## config.mk

```make
export PLATFORM = sky130hd
export DESIGN_NAME = mul_share_arbiter
export DESIGN_NICKNAME = d
export VERILOG_FILES = /design/src/rtl/mul_share_arbiter.sv
export SDC_FILE = /design/constraint.sdc
export NUM_CORES = 1
export LEC_CHECK = 0
export ABC_AREA = 1
export ABC_CLOCK_PERIOD_IN_PS = 6100
export BUFFER_PORTS_ARGS = -buffer_cell sky130_fd_sc_hd__buf_2
export CAP_MARGIN = 15
export CORE_AREA = 2 2 90 92
export DETAILED_ROUTE_END_ITERATION = 8
export DIE_AREA = 0 0 92 94
export PLACE_DENSITY = 0.67
export SLEW_MARGIN = 20
export SYNTH_ARGS = -nofsm -noshare
export SYNTH_HDL_FRONTEND = slang
export SYNTH_SLANG_ARGS = --single-unit
```

## constraint.sdc

```tcl
create_clock -name clk -period 6.1 [get_ports clk]
set_clock_uncertainty 0.15 [all_clocks]
set_input_delay 1.22 -clock clk [delete_from_list [all_inputs] [get_ports clk]]
set_output_delay 1.22 -clock clk [all_outputs]
set_load 0.005 [all_outputs]
```

## src/rtl/mul_share_arbiter.sv

```systemverilog
// Round-robin sharing of one pipelined 16x14 multiplier between N_REQ requesters.
// A shadow {vld,id} pipeline tags each product and drives a backpressured result stream.
module mul_share_arbiter #(
    parameter int N_REQ   = 4,
    parameter int ID_W    = 2,
    parameter int MUL_LAT = 3
) (
    input  logic                  clk,
    input  logic                  reset_n,
    input  logic [N_REQ-1:0]      req_valid,
    output logic [N_REQ-1:0]      req_ready,
    input  logic [16*N_REQ-1:0]   req_a,
    input  logic [14*N_REQ-1:0]   req_b,
    output logic                  mul_ce,
    output logic [15:0]           mul_din0,
    output logic [13:0]           mul_din1,
    input  logic [29:0]           mul_dout,
    output logic                  res_valid,
    input  logic                  res_ready,
    output logic [ID_W-1:0]       res_id,
    output logic [29:0]           res_data,
    output logic [ID_W+1:0]       inflight
);

    logic [ID_W-1:0]                ptr_q, ptr_d;
    logic [MUL_LAT-1:0]             vld_q, vld_d;
    logic [MUL_LAT-1:0][ID_W-1:0]   id_q, id_d;

    logic            stall;
    logic            gnt_any;
    logic            gnt_ok;
    logic [ID_W-1:0] gnt_id;
    logic            hi_found;
    logic [ID_W-1:0] hi_id;
    logic            lo_found;
    logic [ID_W-1:0] lo_id;
    logic            xfer;
    logic [ID_W+1:0] cnt;

    // Result side: the last shadow stage tags the product leaving the multiplier.
    always_comb begin
        res_valid = reset_n & vld_q[MUL_LAT-1];
        res_id    = id_q[MUL_LAT-1];
        res_data  = mul_dout;
        stall     = res_valid & ~res_ready;
        mul_ce    = ~stall;
    end

    // Two passes: first valid at or above the pointer, else first valid overall.
    always_comb begin
        hi_found = 1'b0;
        hi_id    = '0;
        lo_found = 1'b0;
        lo_id    = '0;
        for (int i = 0; i < N_REQ; i++) begin
            if (!hi_found && req_valid[i] && (ID_W'(i) >= ptr_q)) begin
                hi_found = 1'b1;
                hi_id    = ID_W'(i);
            end
            if (!lo_found && req_valid[i]) begin
                lo_found = 1'b1;
                lo_id    = ID_W'(i);
            end
        end
        gnt_any = lo_found;
        gnt_id  = hi_found ? hi_id : lo_id;
        gnt_ok  = gnt_any & ~stall & reset_n;
    end

    always_comb begin
        req_ready = '0;
        mul_din0  = '0;
        mul_din1  = '0;
        for (int i = 0; i < N_REQ; i++) begin
            req_ready[i] = gnt_ok & (gnt_id == ID_W'(i));
            if (req_ready[i]) begin
                mul_din0 = req_a[16*i +: 16];
                mul_din1 = req_b[14*i +: 14];
            end
        end
        xfer = |(req_valid & req_ready);
    end

    always_comb begin
        ptr_d = ptr_q;
        if (xfer) begin
            ptr_d = (gnt_id == ID_W'(N_REQ - 1)) ? '0 : gnt_id + ID_W'(1);
        end
    end

    // The shadow pipeline moves in lockstep with the multiplier's ce.
    always_comb begin
        vld_d = vld_q;
        id_d  = id_q;
        if (mul_ce) begin
            for (int i = MUL_LAT - 1; i > 0; i--) begin
                vld_d[i] = vld_q[i-1];
                id_d[i]  = id_q[i-1];
            end
            vld_d[0] = xfer;
            id_d[0]  = gnt_id;
        end
    end

    always_comb begin
        cnt = '0;
        for (int i = 0; i < MUL_LAT; i++) begin
            cnt = cnt + (ID_W+2)'(vld_q[i]);
        end
        inflight = reset_n ? cnt : '0;
    end

    always_ff @(posedge clk) begin
        if (!reset_n) begin
            ptr_q <= '0;
            vld_q <= '0;
            id_q  <= '0;
        end else begin
            ptr_q <= ptr_d;
            vld_q <= vld_d;
            id_q  <= id_d;
        end
    end

endmodule

```

Word level (Yosys, flattened, before mapping). Index checks and enable logic that the tools add are counted.

Latch bits: 0. Word-level logic and storage cells: 69. Register bits: 11. Memories kept: 0. Bits of input ports: 157. ROM bits: 0. Bits in writable memories: 0.

$lt $le $gt $ge: 4. $add $sub $neg: 3. Shift-type cells: 0. Reductions and logical operators: 18. Multiplexer cells: 25. Equality and inequality tests: 3. Multipliers: 0. Bitwise gates (word level): 11. Div/mod/pow operators: 0.

Operator list (count): two-way mux 16 bit (4); two-way mux 14 bit (4); two-way mux 2 bit (6); logical AND 1 bit (10); two-way mux 1 bit (10); AND 1 bit (8); zero test 1 bit (6); AND 4 bit (1); == test 2 bit (second input constant) (2); greater-or-equal comparator 1 x 2 -> 1 bit (first input constant) (2); greater-or-equal comparator 2 bit (first input constant) (2); OR reduction 4 bit (1); adder 2 x 1 -> 3 bit (1); two-way mux 3 bit (1); adder 1 x 1 -> 2 bit (1); adder 2 x 1 -> 2 bit (second input constant) (1); == test 2 x 1 -> 1 bit (second input constant) (1); zero test 2 bit (1); NOT 1 bit (2).

Logic depth before layout (Yosys ltp).
Depth in word-level cells: 22. Mapped depth: 17. Depth with buffers taken out: 16.

Worst setup path after synthesis. OpenSTA, ideal clock, no wires.

Path kind: input to output. Start: in req_valid[0]. End: out mul_din0[10]. Path slack: 1.889 ns. Cell stages on the path: 15. Data arrival time: 2.841 ns. Cells stage by stage: nand2_1 nand2_1 nand2_1 nand2_1 nor2_1 nand2_1 nand2_1 inv_1 ha_1 inv_1 clkbuf_1 nand2_1 o21ai_1 nand2_1 a21oi_1.

Longest elaborated chain between the ends: 21. Elaborated cells on any way between the ends: 45. Those cells by class: 3 x eq/ne; 19 x mux; 6 x bitwise; 17 x reduce/logical.

RTL lines: from (decl) (line 10) `input logic [N_REQ-1:0] req_valid,`; logical AND 1 bit (line 56) `if (!hi_found && req_valid[i] && (ID_W'(i) >= ptr_q)) begin`; two-way mux 1 bit (line 56); zero test 1 bit (line 56); logical AND 1 bit (2 in series) (line 56); two-way mux 1 bit (line 56); zero test 1 bit (line 56); logical AND 1 bit (2 in series) (line 56); two-way mux 1 bit (line 56); zero test 1 bit (line 56); logical AND 1 bit (2 in series) (line 56); two-way mux 2 bit or two-way mux 1 bit (tied branches) (line 56); two-way mux 2 bit * (line 66) `gnt_id = hi_found ? hi_id : lo_id;`; named net gnt_id[0] (line 32) `logic [ID_W-1:0] gnt_id;`; zero test 2 bit (line 75) `req_ready[i] = gnt_ok & (gnt_id == ID_W'(i));`; AND 1 bit (line 75); two-way mux 16 bit (3 in series) (line 76) `if (req_ready[i]) begin`; two-way mux 16 bit * (line 76); to (decl) (line 15) `output logic [15:0] mul_din0,`.

Mark *: on every way through the listed nets, which the timed path passes. The rest lies on a longest branch.

Worst setup path in the final report.
Start: in req_valid[0]. End: out mul_din1[4].

Longest elaborated chain between the ends: 21. Elaborated cells on any way between the ends: 45. Those cells by class: 3 x eq/ne; 19 x mux; 6 x bitwise; 17 x reduce/logical.

RTL lines: logical AND 1 bit (line 56); two-way mux 1 bit (line 56); zero test 1 bit (line 56); logical AND 1 bit (2 in series) (line 56); two-way mux 1 bit (line 56); zero test 1 bit (line 56); logical AND 1 bit (2 in series) (line 56); two-way mux 1 bit (line 56); zero test 1 bit (line 56); logical AND 1 bit (2 in series) (line 56); two-way mux 2 bit or two-way mux 1 bit (tied branches) (line 56); two-way mux 2 bit (line 66); zero test 2 bit (line 75); AND 1 bit (line 75); two-way mux 14 bit (3 in series) (line 76); two-way mux 14 bit * (line 76); to (decl) (line 16) `output logic [13:0] mul_din1,`.

Every way passes the cells marked *; elsewhere a longest branch is shown, timed or not.

==> impl_metrics.toml <==
[worst_setup_path]
cp.arrival_ns = 3.63
critPathRequiredTime_ns = 4.73
ff2ff_path_depth = 16
cp_max_fo = 32
critical_path_class = "in2out"
cp-start-kind = "input pin"
cp-end-kind = "output pin"

[routing]
firstDrtPassIters = 4
drt_first_iter_violations = 84
antenna_left = 0
post_drt_wl_per_cell_um = 12.1
drc = 0
routed_wirelength_mm = 7.71
vias_per_cell = 4.50
vias = 2875

[global_route]
grt_pass1_wl_mm = 11.2
antenna_found_initial = 0
grt_max_degree = 41
gr-total-overflow = 0
track_usage = 0.157
grt_pass1_vias = 2412

[power]
pwr_density_cell_nw_per_um2 = 189
intPower_uw = 282
leakage_nw = 1.71
pwr-share-seq = 0.169
ir_drop_mv = 0.139
power.share.clock = 0.135
swShare = 0.467
total_power_uw = 528
switching_power_uw = 246
p_comb_frac = 0.697

[cts]
post-cts-setup-buffer-count = 0
cts_sinks = 11
cts.path.max_buffers = 2
cts_tree = "yes"
clkLatencyLatePin_ns = 0.24
hold_buffers = 0
cts.htree.levels = 1
cts_root_buf = "clkbuf_8"
ctsResizeCount = 0
cts_buffers = 3
clk_pin_slew_ns = 0.05

[timing]
max_freq_mhz = 200
worstMarginPinSlew_ns = 0.510
final.hold.worst_slack_ns = 0.312
tns_ns = 0
hold_viol = 0
timing.slew.headroom = 0.660
finalCritPeriodShare = 0.820
setup_violations = 0
min_period_ns = 5.00
rsz0062_at_grt = "no"
drv_slew = 0

[layout]
area_growth_pct = 29.2
finalNetCount = 700
n_antenna_cell = 0
multi_input_area_sq_um = 1380
fill_cells = 887
seq_area_sq_um = 220
drive_gt1_frac = 0.337

[synth]
synth_edf_count = 0
synth_most_common_cell = "nand2_1"
synthTopCellsByArea = "nand2_1, buf_4, dfxtp_1"
synth.avg_cell_area_sq_um = 5.16
synth_top_area_cell = "nand2_1"
ys_seq_area_frac = 0.102
synth_commonest_cells = "nand2_1, inv_1, buf_4"
synthArstFlopShare = 0
synth_cells = 420
yosysWarningCount = 0
ys_types = 25
synth_area_sq_um = 2170
netlist.area_leader.share = 0.298
synth_top_flop_cell = "dfxtp_1"
ys_seq_elements = 11

[floorplanning]
io_pins = 229
die_w_um = 92
start_util = 0.285
fp.coreArea_sq_um = 7610
die_h_um = 94
dieArea_sq_um = 8650
num_rows = 32

[run_status]
outcome = "finished clean"

[place]
io_buffers = 166
dp_hpwl_mm = 6.35
gp_congestion = 0.826

[job]
cap_violations = 0

[min_path]
hold_class = "reg2reg"
hold_path_depth = 2
-- through the flow --
| step | util | cells | cell area (sq um) | worst slack (ns) |
|---|---|---|---|---|
| after global routing | 0.368 | 639 | 2800 | 0.781 |
| after global placement | 0.362 | 635 | 2750 | 1.23 |
| after detailed placement | 0.362 | 635 | 2750 | 1.13 |
| after CTS | 0.368 | 639 | 2800 | 1.13 |
| after floorplan | - | 421 | 2170 | 1.89 |
| final | 0.368 | 639 | 2800 | 1.10 |
-- worst max-delay path, stage by stage --
cell	delay (ns)
buf_2	0.13
nand2_1	0.08
nand2_1	0.05
nand2_1	0.08
nand2_1	0.07
nor2_1	0.13
nand2_1	0.07
nand2_1	0.15
ha_1	0.24
nand3_4	0.32
inv_2	0.53
nand2_1	0.10
nand2_1	0.08
inv_1	0.06
a21oi_1	0.15
buf_2	0.13
-- routing by layer --
metal,vias up,GRT usage,routed length [um]
met2,138,0.313,4010
met3,4,0.0337,628
met1,1251,0.179,3050
met5,-,0,0
met4,0,0.00871,16
li1,1482,-,-
-- cell families after synthesis --
| group | share of synthesized area |
|---|---|
| DFF | 0.102 |
| buffers and inverters | 0.267 |
| and+or+nand+nor | 0.427 |
| adders and majority gates | 0.0323 |
| AOI/OAI and AO/OA | 0.170 |
| other | 0.00173 |
-- layout make-up --
type / instances / area share
inverters: 47 / 0.0630
well taps: 102 / 0.0456
clock buffers: 4 / 0.0161
repair buffers: 169 / 0.305
flip-flops and latches: 11 / 0.0787
multi-input cells: 306 / 0.492
-- cell usage in the layout (no fill, tap or decap), types with 2 or more instances in the layout --
cell	count
buf_4	3
nand3_1	7
nand2_1	172
o21ai_0	8
conb_1	2
clkbuf_8	3
nand2_4	2
dfxtp_1	11
inv_2	2
o21ai_1	29
ha_1	4
nor2_1	38
nand4_1	4
inv_1	45
a21oi_1	32
buf_2	166
-- path summary, 6_finish.rpt --
check | startpoint | endpoint | slack, ns
worst min-delay path | id_q[1]$_SDFFE_PN0N_ | id_q[3]$_SDFFE_PN0N_ | 0.31
worst max-delay path | req_valid[0] | mul_din1[4] | 1.10
worst min register to register | id_q[1]$_SDFFE_PN0N_ | id_q[3]$_SDFFE_PN0N_ | 0.31
worst max register to register | ptr_q[0]$_SDFFE_PN0P_ | ptr_q[1]$_SDFFE_PN0P_ | 3.94
-- flip-flops by register name, summed over array words and instances (netlist names) --
name	cells
res_id	2
ptr_q	2
id_q	4
vld_q	3
-- power groups by stage --
stage	sequential, mW	combinational (mW)	clock, mW
2_1_floorplan	0.0895	0.252	0
3_3_place_gp	0.0903	0.365	0
3_5_place_dp	0.0906	0.370	0
4_1_cts	0.0893	0.371	0.0731
5_1_grt	0.0905	0.419	0.0771
6_report	0.0891	0.368	0.0711
(Power assumes the default switching activity.)
